### src/rtl/tick_blinker_pkg.sv
// ---------------------------------------------------------------------------
// tick_blinker_pkg
// Shared type for the tick blinker: the FSM state encoding.
//   IDLE : nothing in progress, LED dark
//   ON   : LED lit for a fixed number of cycles
//   GAP  : mandatory dark gap after every blink
// ---------------------------------------------------------------------------
package tick_blinker_pkg;

    typedef enum logic [1:0] {
        IDLE = 2'd0,
        ON   = 2'd1,
        GAP  = 2'd2
    } state_t;

endpackage

### src/rtl/blink_timer.sv
// ---------------------------------------------------------------------------
// blink_timer
// Loadable down-counter with a zero flag, used to time ON and GAP phases.
// Ports:
//   clk        in   system clock
//   rst_n      in   asynchronous active-low reset (count -> 0)
//   i_load     in   load i_load_val this cycle (has priority over i_en)
//   i_load_val in   W-bit value to load
//   i_en       in   decrement by one this cycle (stops at zero)
//   o_zero     out  1 when the current count is zero
// ---------------------------------------------------------------------------
module blink_timer #(
    parameter int W = 22
) (
    input  logic         clk,
    input  logic         rst_n,
    input  logic         i_load,
    input  logic [W-1:0] i_load_val,
    input  logic         i_en,
    output logic         o_zero
);

    localparam logic [W-1:0] ONE = W'(1);

    logic [W-1:0] r_count;

    always_ff @(posedge clk or negedge rst_n) begin
        if (!rst_n) begin
            r_count <= '0;
        end else if (i_load) begin
            r_count <= i_load_val;
        end else if (i_en && (r_count != '0)) begin
            r_count <= r_count - ONE;
        end
    end

    assign o_zero = (r_count == '0);

endmodule

### src/rtl/tick_blinker.sv
// ---------------------------------------------------------------------------
// tick_blinker
// Turns single-cycle event ticks into visible LED blinks: each event gives
// one ON pulse of 2^N_ON cycles followed by a dark gap of 2^N_OFF cycles.
// Events that arrive while a blink/gap is running are queued in a
// saturating pending counter (max 2^P-1); overflowing events are dropped.
// Ports:
//   clk       in   system clock
//   rst_n     in   asynchronous active-low reset
//   req_tick  in   single-cycle event request
//   led       out  1 = LED lit (state ON)
//   busy      out  1 whenever state != IDLE
//   pending   out  number of queued, not-yet-started blinks
//   dropped   out  one-cycle pulse when a request is lost to saturation
//   dbg_state out  current FSM state (state_t encoding) for observation
// Handshake: req_tick is a fire-and-forget single-cycle strobe; there is no
// ready. A request is either started, queued, or flagged on dropped in the
// same cycle it is presented.
// ---------------------------------------------------------------------------
module tick_blinker
    import tick_blinker_pkg::*;
#(
    parameter int N_ON  = 22,
    parameter int N_OFF = 22,
    parameter int P     = 4
) (
    input  logic         clk,
    input  logic         rst_n,
    input  logic         req_tick,
    output logic         led,
    output logic         busy,
    output logic [P-1:0] pending,
    output logic         dropped,
    output logic [1:0]   dbg_state
);

    localparam int TW = (N_ON > N_OFF) ? N_ON : N_OFF;

    // Load values are all-ones of the phase width; the phase lasts
    // load+1 cycles because the state exits on the cycle the timer reads 0.
    localparam logic [TW-1:0] ON_LOAD  = TW'({N_ON{1'b1}});
    localparam logic [TW-1:0] OFF_LOAD = TW'({N_OFF{1'b1}});
    localparam logic [P-1:0]  P_MAX    = {P{1'b1}};
    localparam logic [P-1:0]  P_ONE    = P'(1);

    state_t         r_state;
    logic [P-1:0]   r_pending;

    logic           w_zero;
    logic           w_gap_end;
    logic           w_consume;
    logic           w_inc;
    logic           w_dec;
    logic           w_load;
    logic [TW-1:0]  w_load_val;
    logic           w_timer_en;

    // A GAP ending with work (queued or arriving right now) chains straight
    // into the next ON without visiting IDLE.
    assign w_gap_end = (r_state == GAP) && w_zero;
    assign w_consume = w_gap_end && ((r_pending != '0) || req_tick);

    // A request arriving together with a consume cancels the decrement:
    // either it is the event being started, or it refills the freed slot.
    assign w_inc = req_tick && (r_state != IDLE);
    assign w_dec = w_consume;

    assign w_timer_en = (r_state == ON) || (r_state == GAP);

    always_comb begin
        w_load     = 1'b0;
        w_load_val = '0;
        case (r_state)
            IDLE: begin
                if (req_tick) begin
                    w_load     = 1'b1;
                    w_load_val = ON_LOAD;
                end
            end
            ON: begin
                if (w_zero) begin
                    w_load     = 1'b1;
                    w_load_val = OFF_LOAD;
                end
            end
            GAP: begin
                if (w_consume) begin
                    w_load     = 1'b1;
                    w_load_val = ON_LOAD;
                end
            end
            default: begin
                w_load     = 1'b0;
                w_load_val = '0;
            end
        endcase
    end

    blink_timer #(
        .W (TW)
    ) u_timer (
        .clk        (clk),
        .rst_n      (rst_n),
        .i_load     (w_load),
        .i_load_val (w_load_val),
        .i_en       (w_timer_en),
        .o_zero     (w_zero)
    );

    always_ff @(posedge clk or negedge rst_n) begin
        if (!rst_n) begin
            r_state   <= IDLE;
            r_pending <= '0;
        end else begin
            case (r_state)
                IDLE: begin
                    if (req_tick) begin
                        r_state <= ON;
                    end
                end
                ON: begin
                    if (w_zero) begin
                        r_state <= GAP;
                    end
                end
                GAP: begin
                    if (w_consume) begin
                        r_state <= ON;
                    end else if (w_zero) begin
                        r_state <= IDLE;
                    end
                end
                default: begin
                    r_state <= IDLE;
                end
            endcase

            case ({w_inc, w_dec})
                2'b10: begin
                    if (r_pending != P_MAX) begin
                        r_pending <= r_pending + P_ONE;
                    end
                end
                2'b01: begin
                    r_pending <= r_pending - P_ONE;
                end
                default: begin
                    r_pending <= r_pending;
                end
            endcase
        end
    end

    assign led       = (r_state == ON);
    assign busy      = (r_state != IDLE);
    assign pending   = r_pending;
    assign dropped   = w_inc && !w_dec && (r_pending == P_MAX);
    assign dbg_state = r_state;

endmodule

### config.mk
export PLATFORM = sky130hd
export DESIGN_NAME = tick_blinker
export DESIGN_NICKNAME = d
export VERILOG_FILES = /design/src/rtl/tick_blinker_pkg.sv /design/src/rtl/blink_timer.sv /design/src/rtl/tick_blinker.sv
export SDC_FILE = /design/constraint.sdc
export NUM_CORES = 1
export LEC_CHECK = 0
export BUFFER_PORTS_ARGS = -buffer_cell sky130_fd_sc_hd__clkbuf_2
export CORE_ASPECT_RATIO = 1.2
export CORE_UTILIZATION = 64
export DETAILED_ROUTE_END_ITERATION = 12
export PLACE_DENSITY = 0.84
export REMOVE_ABC_BUFFERS = 1
export SETUP_SLACK_MARGIN = 0.5
export SYNTH_ARGS = -nofsm -noshare
export SYNTH_HDL_FRONTEND = slang
export SYNTH_SLANG_ARGS = --single-unit
### constraint.sdc
create_clock -name clk -period 5.75 [get_ports clk]
set_clock_uncertainty 0.2 [all_clocks]
set_input_delay 0.575 -clock clk [delete_from_list [all_inputs] [get_ports clk]]
set_output_delay 0.575 -clock clk [all_outputs]
set_load 0.01 [all_outputs]
==> flow_summary_export.csv, run 1 <==
group,metric,value,unit
worst_setup_path,end_kind,"primary output",
final_layout,drive_above_1_share,0.174,
cts,hold_buffers,0,
floorplanning,die_h,59.3,um
cts,cts_buffers,3,
cts,cts_tree,"built",
floorplanning,die_area,2950,um^2
placed_design,io_buffers,11,
job,cap_violations,0,
synth,ys_ff_latch,28,
routing,vias,1352,
cts,ctsRootBufferMaster,"clkbuf_4",
worst_setup_path,reg2regPathDepth,7,
timing,rsz0062_at_grt,"no",
routing,drc,0,
timing,tightestPinTransition,0.688,ns
routing,drtAntennaViolNets,0,
synth,yosysWarnings,0,
power,p_per_area,282,nW/um^2
grt,grt_overflow,0,
timing,slew_violations,0,
synth,synth_xor_area_frac,0.0801,
synth,synthSimpleGateAreaFrac,0.298,
routing,wire_per_inst,15.7,um
power,power_frac_clock,0.152,
min_path,holdCritPathClass,"in2async",
outcome,status,"completed",
worst_setup_path,start_kind,"flop",
synth,synth.distinct_cells,43,
synth,mappedNetlistArea,1750,um^2
power,p_switching,0.196,mW
power,p_comb_frac,0.353,
worst_setup_path,rrSetupSlack,3.12,ns
grt,antenna_found_initial,0,
synth,synth-compound-area-share,0.147,
final_layout,final_core_util,0.725,
worst_setup_path,crit_required,4.97,ns
synth,ys_seq_area_frac,0.401,
synth,muxShareOfSynthArea,0,
cts,clkSinkCount,28,
power,leakagePower,0.699,nW
cts,post_cts_resized,0,
synth,synth_adder_area_share,0.0501,
synth,synth_top_family_by_area,"simple AND/OR/NAND/NOR gates",
timing,final_hold_viol_count,0,
grt,grt_max_degree,29,
floorplanning,core_area,2550,um^2
worst_setup_path,timing.rr.end,"u_timer.r_count[9]$_DFFE_PN0P_",
worst_setup_path,cp.arrival,2.14,ns
final_layout,syn_to_final_growth,5.79,%
routing,drt-initial-drc-count,54,
timing,hold_ws,0.0606,ns
grt,grt_pass1_vias,1358,
placed_design,hpwl,2520,um
final_layout,nets,196,
cts,worstSkewPairLatency,0.33,ns
power,vdd_ir_drop_max,0.000273,V
grt,grt_usage,0.269,
synth,syn_area_per_cell,10.1,um^2
routing,drt_wl_total,3400,um
power,p_seq_frac,0.495,
placed_design,gp_congestion,0.809,
synth,netlist_instances,173,
timing,max_freq,343,MHz
routing,vias_per_cell,6.23,
cts,cts_buffer_depth,2,
timing,layout_min_cycle_time,2.92,ns
timing,fin_crit_sh,0.507,
final_layout,filler_cell_count,193,
timing,tns,0,ns
power,switching_share,0.375,
power,p_int,0.326,mW
floorplanning,die-width,49.7,um
routing,first_pass_iters,4,
floorplanning,pin_count,12,
cts,cts_setup_buffers,0,
cts,path_clk_slew,0.14,ns
final_layout,insertedDiodeCount,0,
floorplanning,row_count,20,
grt,grt_first_pass_wirelength,5950,um
worst_setup_path,worstSetupPathType,"reg2out",
timing,relSlewSlack,0.542,
floorplanning,start_util,0.685,
worst_setup_path,rr_startpoint,"dbg_state[0]$_DFFE_PN0P_",
worst_setup_path,crit_path_max_fanout,6,
cts,cts_htree_levels,1,
timing,setup_violations,0,
[layout make-up]
cell class / instances / area, um^2 / area share
Tap cell: 33 / 41.3 / 0.0223
Inverter: 7 / 26.3 / 0.0142
Multi-Input combinational cell: 135 / 1000 / 0.543
Sequential cell: 28 / 701 / 0.379
Timing Repair Buffer: 11 / 55.1 / 0.0297
Clock buffer: 3 / 22.5 / 0.0122
[power by group through the flow]
stage               sequential, mW  clock [mW]  combinational, mW
global placement             0.259           0              0.175
detailed placement           0.260           0              0.184
global route                 0.262      0.0883              0.210
CTS                          0.258      0.0821              0.186
floorplan                    0.261           0              0.126
finish                       0.258      0.0791              0.184
[synthesized netlist by cell type, drive strengths merged]
master | instances | share of area
dfrtp | 28 | 0.40
nand2 | 26 | 0.059
xnor2 | 10 | 0.050
nor2 | 9 | 0.022
ha | 7 | 0.050
inv | 7 | 0.015
nor3 | 7 | 0.020
nor4 | 7 | 0.063
o21ai | 7 | 0.026
a21oi | 6 | 0.017
xor2 | 6 | 0.030
o211ai | 5 | 0.021
nand3 | 4 | 0.011
nand4 | 4 | 0.023
or4 | 4 | 0.019
a211o | 3 | 0.015
a211oi | 3 | 0.013
buf | 3 | 0.010
nor2b | 3 | 0.011
or2 | 3 | 0.011
or3 | 3 | 0.011
a21o | 2 | 0.0086
and3 | 2 | 0.0072
nor4b | 2 | 0.019
nor4bb | 2 | 0.011
o31ai | 2 | 0.0086
a221o | 1 | 0.0057
a31o | 1 | 0.0050
a32oi | 1 | 0.0050
and4 | 1 | 0.0057
o211a | 1 | 0.0057
o31a | 1 | 0.010
o41ai | 1 | 0.0050
or3b | 1 | 0.0050
[cells by family after synthesis]
| kind of cell | count (synthesis) |
|---|---|
| buffers and inverters | 10 |
| and+or+nand+nor | 78 |
| AOI/OAI and AO/OA | 34 |
| DFF | 28 |
| adders and majority gates | 7 |
| xor gates and xnor gates | 16 |
[cells in the final DEF (no fill, tap or decap), types with 3 or more instances in the layout]
cell type,netlist,layout
xor2_1,6,6
nor2b_1,3,3
dfrtp_1,28,28
clkbuf_4,0,3
a211o_1,3,3
xnor2_1,10,10
nand4_1,3,3
a21oi_1,6,6
or3_1,3,3
clkbuf_2,0,11
o21ai_0,6,6
ha_1,7,7
a211oi_1,3,3
nor3_1,7,7
o211ai_1,5,5
or4_1,3,3
nand3_1,4,4
nor2_1,7,7
or2_2,3,3
inv_1,7,7
nor4_4,4,4
nand2_1,24,24
[state kept, by name, summed over array words and instances, names as in the netlist]
register and cells:
u_timer.r_count 22, pending 4, dbg_state 2
[critical path, cell delays in order (launching register included)]
cell,delay (ns)
dfrtp_1,0.41
inv_1,0.12
ha_1,0.19
nor4b_4,0.30
nand4_4,0.20
o31a_4,0.35
nor2b_1,0.14
clkbuf_2,0.12
[through the flow]
step	instances	total power, mW	setup WS [ns]	instance area (um^2)
after CTS	217	0.525	2.83	1850
after detailed placement	214	0.444	3.13	1830
after floorplan	170	0.386	3.24	1730
final	217	0.522	2.83	1850
after global routing	217	0.561	2.68	1850
after global placement	214	0.433	3.24	1830
[worst max path at each step]
stage	start	end	slack (ns)	cells past startpoint
floorplan	dbg_state[0]$_DFFE_PN0P_	u_timer.r_count[9]$_DFFE_PN0P_	3.24	7
global placement	dbg_state[0]$_DFFE_PN0P_	u_timer.r_count[9]$_DFFE_PN0P_	3.24	7
detailed placement	dbg_state[0]$_DFFE_PN0P_	u_timer.r_count[9]$_DFFE_PN0P_	3.13	7
CTS	u_timer.r_count[0]$_DFFE_PN0P_	dropped	2.83	7
global route	u_timer.r_count[0]$_DFFE_PN0P_	dropped	2.68	7
finish	u_timer.r_count[0]$_DFFE_PN0P_	dropped	2.83	7
[per-layer routing]
layer  wire length [um]  share of wire  up-vias  global-route usage
li1                   -              -      655                   -
met1               1420           0.42      657               0.309
met2               1800           0.53       31               0.504
met3                114          0.034        9              0.0359
met4                 64          0.019        0               0.106
met5                  0              0        -                   0
Power figures use the tool's default switching activity.
==> run 2: changes to the inputs <==
--- a/config.mk
+++ b/config.mk
@@ -7,9 +7,9 @@
 export LEC_CHECK = 0
 export BUFFER_PORTS_ARGS = -buffer_cell sky130_fd_sc_hd__clkbuf_2
 export CORE_ASPECT_RATIO = 1.2
-export CORE_UTILIZATION = 64
+export CORE_UTILIZATION = 59
 export DETAILED_ROUTE_END_ITERATION = 12
-export PLACE_DENSITY = 0.84
+export PLACE_DENSITY = 0.78
 export REMOVE_ABC_BUFFERS = 1
 export SETUP_SLACK_MARGIN = 0.5
 export SYNTH_ARGS = -nofsm -noshare
==> constraint.sdc (replaced) <==
create_clock -name clk -period 2.9 [get_ports clk]
set_clock_uncertainty 0.2 [all_clocks]
set_input_delay 0.29 -clock clk [delete_from_list [all_inputs] [get_ports clk]]
set_output_delay 0.29 -clock clk [all_outputs]
set_load 0.01 [all_outputs]
==> flow_summary_export.csv, run 2 (same netlist as run 1, synthesis figures left out) <==
group,metric,value,unit
outcome,status,"completed",
final_layout,insertedDiodeCount,0,
floorplanning,die_h,61.6,um
grt,antenna_found_initial,0,
job,cap_violations,0,
timing,tightestPinTransition,0.691,ns
placed_design,gp_congestion,0.909,
final_layout,mostFrequentLayoutCell,"buf_4",
timing,fin_crit_sh,0.859,
timing,tns,0,ns
floorplanning,row_count,21,
grt,grt_usage,0.275,
timing,max_freq,401,MHz
worst_setup_path,crit_required,2.41,ns
grt,grt_overflow,0,
final_layout,final_cell_mix,"buf_4, nand2_1, dfrtp_1, xnor2_1, clkbuf_2",
routing,drtAntennaViolNets,0,
routing,drc,0,
floorplanning,core_area,2810,um^2
floorplanning,die-width,51.7,um
cts,cts_buffer_depth,2,
placed_design,place_ws,0.296,ns
power,vdd_ir_drop_max,0.000556,V
power,p_per_area,590,nW/um^2
worst_setup_path,worstSetupPathType,"reg2out",
final_layout,syn_to_final_growth,28.8,%
cts,ctsRootBufferMaster,"clkbuf_4",
worst_setup_path,cp.arrival,2.00,ns
timing,setup_violations,0,
routing,vias_per_cell,6.04,
final_layout,final_area,2250,um^2
final_layout,top_register,"u_timer.r_count",
grt,grt_pass1_vias,1434,
final_layout,nets,228,
worst_setup_path,end_kind,"primary output",
grt,grt_max_degree,29,
timing,slew_violations,0,
final_layout,drive_above_1_share,0.401,
worst_setup_path,rrSetupSlack,0.48,ns
floorplanning,die_area,3190,um^2
cts,worstSkewPairLatency,0.34,ns
routing,drt_wl_total,4210,um
floorplanning,pin_count,12,
min_path,holdCritPathClass,"in2reg",
timing,worst_slack,0.408,ns
cts,clkSinkCount,28,
timing,final_hold_viol_count,0,
placed_design,dpl_cell_area,1840,um^2
grt,grt_first_pass_wirelength,6400,um
cts,cts_htree_levels,1,
placed_design,io_buffers,11,
power,leakagePower,0.907,nW
routing,vias,1515,
routing,drt-initial-drc-count,40,
cts,cts_tree,"built",
timing,rsz0062_at_grt,"yes",
routing,wire_per_inst,16.8,um
final_layout,filler_cell_count,155,
routing,first_pass_iters,4,
cts,path_clk_slew,0.15,ns
worst_setup_path,start_kind,"flop",
timing,relSlewSlack,0.539,
placed_design,hpwl,2400,um
floorplanning,start_util,0.622,
timing,layout_min_cycle_time,2.49,ns
worst_setup_path,crit_path_max_fanout,6,
cts,cts_buffers,3,
final_layout,largest_reg_flops,22,
## run 2: path summary, 6_finish.rpt
path                                                  from                              end  depth (start not counted)
setup / recovery           u_timer.r_count[11]$_DFFE_PN0P_                          dropped                          5
hold / removal                                    req_tick         dbg_state[0]$_DFFE_PN0P_                          4
hold reg to reg            u_timer.r_count[15]$_DFFE_PN0P_  u_timer.r_count[15]$_DFFE_PN0P_                          2
max in group asynchronous                            rst_n   u_timer.r_count[7]$_DFFE_PN0P_                          2
setup reg to reg            u_timer.r_count[1]$_DFFE_PN0P_           pending[2]$_DFFE_PN0P_                         11
min in group asynchronous                            rst_n  u_timer.r_count[19]$_DFFE_PN0P_                          2
## run 2: critical path, stage by stage, from the launching register on
cell	delay, ns
dfrtp_1	0.48
nor4_4	0.36
nand2_2	0.19
o31a_4	0.37
nor2b_1	0.13
buf_2	0.13
## run 2: final cells by class
type,instances,area (um^2),area share
Clock buffer,3,22.5,0.00999
Clock inverter,1,30.0,0.0133
Inverter,7,26.3,0.0117
Multi-Input combinational cell,135,1120,0.497
Sequential cell,28,707,0.314
Tap cell,34,42.5,0.0189
Timing Repair Buffer,43,305,0.135
## run 2: layer usage
metal | vias to the layer above | global-route usage | routed length [um]
li1 | 721 | - | -
met1 | 729 | 0.305 | 1710
met2 | 49 | 0.501 | 2210
met3 | 16 | 0.0346 | 147
met4 | 0 | 0.174 | 146
met5 | - | 0 | 0
## run 2: repair_timing
| item | CTS | global route |
|---|---|---|
| hold buffers | 1 | 0 |
| setup endpoints to repair | 7 | 17 |
| resized for setup | 14 | 19 |
| endpoints found under the hold margin | 28 | 0 |
| pin swaps | 10 | 13 |
| setup buffers | 15 | 15 |
## run 2: where the power goes
part	internal, mW	switching [mW]	leakage, nW
logic	0.285	0.274	0.616
registers	0.442	0.0647	0.263
clock network	0.140	0.124	0.0279
## run 2: per-stage QoR
step / power (mW) / util / hold WS, ns / cells
3_3_place_gp: 0.867 / 0.653 / 0.153 / 216
3_5_place_dp: 0.883 / 0.653 / 0.168 / 216
2_1_floorplan: 0.766 / - / -0.206 / 170
6_report: 1.33 / 0.802 / 0.197 / 251
5_1_grt: 1.40 / 0.802 / 0.203 / 251
4_1_cts: 1.24 / 0.739 / 0.189 / 236
==> run 3: changes to the inputs <==
--- a/config.mk
+++ b/config.mk
@@ -6,10 +6,12 @@
 export NUM_CORES = 1
 export LEC_CHECK = 0
 export BUFFER_PORTS_ARGS = -buffer_cell sky130_fd_sc_hd__clkbuf_2
+export CELL_PAD_IN_SITES_DETAIL_PLACEMENT = 2
+export CELL_PAD_IN_SITES_GLOBAL_PLACEMENT = 2
 export CORE_ASPECT_RATIO = 1.2
-export CORE_UTILIZATION = 59
+export CORE_UTILIZATION = 39
 export DETAILED_ROUTE_END_ITERATION = 12
-export PLACE_DENSITY = 0.78
+export PLACE_DENSITY_LB_ADDON = 0.1
 export REMOVE_ABC_BUFFERS = 1
 export SETUP_SLACK_MARGIN = 0.5
 export SYNTH_ARGS = -nofsm -noshare
==> flow_summary_export.csv, run 3 (same netlist as run 1, synthesis figures left out) <==
group,metric,value,unit
outcome,status,"completed",
cts,cts_htree_levels,1,
timing,fin_crit_sh,0.882,
final_layout,mostFrequentLayoutCell,"buf_4",
placed_design,dp.cells,238,
worst_setup_path,cp_slowest_cell,"dfrtp_1",
timing,worst_slack,0.341,ns
grt,grt_usage,0.228,
timing,max_freq,391,MHz
cts,path_clk_slew,0.11,ns
floorplanning,die_h,75.4,um
worst_setup_path,end_kind,"primary output",
grt,grt_pass1_vias,1595,
timing,rsz0062_at_grt,"yes",
worst_setup_path,crit_path_max_incr_delay,0.46,ns
worst_setup_path,cp.arrival,2.07,ns
timing,layout_min_cycle_time,2.56,ns
routing,first_pass_iters,4,
grt,grt_first_pass_wirelength,8180,um
timing,final_hold_viol_count,0,
grt,grt_max_degree,29,
routing,drc,0,
routing,drt-initial-drc-count,42,
worst_setup_path,crit_required,2.41,ns
power,leakagePower,0.906,nW
cts,cts_buffers,3,
floorplanning,start_util,0.407,
final_layout,insertedDiodeCount,0,
cts,clkSinkCount,28,
cts,worstSkewPairLatency,0.29,ns
cts,ctsRootBufferMaster,"clkbuf_8",
final_layout,nets,227,
final_layout,final_area,2290,um^2
worst_setup_path,worstSetupPathType,"reg2out",
floorplanning,pin_count,12,
cts,cts_buffer_depth,2,
cts,cts_tree,"built",
routing,wire_per_inst,24.8,um
placed_design,place_ws,0.224,ns
final_layout,largest_reg_flops,22,
routing,vias_per_cell,5.93,
floorplanning,row_count,26,
job,cap_violations,0,
routing,drt_wl_total,6750,um
final_layout,final_cells,272,
min_path,holdCritPathClass,"in2reg",
timing,tightestPinTransition,0.751,ns
timing,hold_ws,0.351,ns
floorplanning,die_area,4760,um^2
timing,setup_violations,0,
routing,drtAntennaViolNets,0,
power,vdd_ir_drop_max,0.000353,V
worst_setup_path,path_cells,"inv_2, ha_4, nor4b_4, nand4_4, o31a_4, nor2b_4, buf_6",
placed_design,dpl_cell_area,1860,um^2
final_layout,syn_to_final_growth,30.8,%
floorplanning,core_area,4290,um^2
timing,slew_violations,0,
final_layout,top_register,"u_timer.r_count",
routing,vias,1613,
power,p_per_area,610,nW/um^2
placed_design,gp_congestion,0.749,
grt,antenna_found_initial,0,
placed_design,io_buffers,11,
worst_setup_path,start_kind,"flop",
final_layout,drive_above_1_share,0.403,
placed_design,hpwl,3250,um
timing,tns,0,ns
final_layout,final_cell_mix,"buf_4, nand2_1, dfrtp_1, xnor2_1, clkbuf_2",
floorplanning,die-width,63.1,um
grt,grt_overflow,0,
worst_setup_path,crit_path_max_fanout,3,
timing,relSlewSlack,0.499,
## run 3: cell count changes in the layout (fill, tap and decap cells not counted), sizes merged
cell | before | now
buf | 32 | 31
bufinv | 1 | 0
clkbuf | 13 | 14
## run 3: worst max-delay path, delay by kind of cell, from the launching register on
family / cells / cell delay, ns
AND/OR/NAND/NOR: 3 / 0.61
adder cells (fa/ha/maj): 1 / 0.13
buffers and inverters: 2 / 0.25
AO/OA/AOI/OAI: 1 / 0.32
flip-flops: 1 / 0.46
## run 3: path summary, 6_finish.rpt
| kind | start | endpoint | slack, ns | cells after the start |
|---|---|---|---|---|
| max | u_timer.r_count[1]$_DFFE_PN0P_ | dropped | 0.34 | 7 |
| min | req_tick | dbg_state[0]$_DFFE_PN0P_ | 0.35 | 4 |
| max reg2reg | u_timer.r_count[1]$_DFFE_PN0P_ | u_timer.r_count[20]$_DFFE_PN0P_ | 0.35 | 8 |
| min reg2reg | u_timer.r_count[15]$_DFFE_PN0P_ | u_timer.r_count[15]$_DFFE_PN0P_ | 0.40 | 2 |
| max in group asynchronous | rst_n | pending[0]$_DFFE_PN0P_ | 1.59 | 2 |
| min in group asynchronous | rst_n | u_timer.r_count[2]$_DFFE_PN0P_ | 0.39 | 2 |
## run 3: per-layer routing
layer / vias up / GRT usage / part of all wire
li1: 718 / - / -
met1: 823 / 0.269 / 0.40
met2: 46 / 0.416 / 0.52
met3: 26 / 0.0269 / 0.029
met4: 0 / 0.114 / 0.052
met5: - / 0 / 0
## run 3: final cells by class
type,instances,area (um^2)
Inverter,7,26.3
Fill cell,454,2010
Clock buffer,4,55.1
Sequential cell,28,709
Timing Repair Buffer,42,317
Multi-Input combinational cell,135,1110
Tap cell,56,70.1
## run 3: metrics by stage
stage | utilization | total power, mW
6_report | 0.533 | 1.39
2_1_floorplan | - | 0.766
4_1_cts | 0.492 | 1.29
5_1_grt | 0.533 | 1.45
3_3_place_gp | 0.434 | 0.885
3_5_place_dp | 0.434 | 0.915
## run 3: what timing repair did
| action | 4_1_cts | 5_1_grt |
|---|---|---|
| endpoints found under the hold margin | 28 | 0 |
| hold buffers | 1 | 0 |
| pin swaps | 6 | 17 |
| gates resized for setup | 15 | 22 |
| setup buffers | 17 | 12 |
| endpoints found under the setup margin | 11 | 17 |
| gates cloned | 0 | 0 |
## run 3: where the power goes
group	switching, mW	total (mW)	internal, mW
clock network	0.137	0.259	0.122
registers	0.0667	0.510	0.443
logic	0.343	0.626	0.283
total	0.546	1.39	0.848
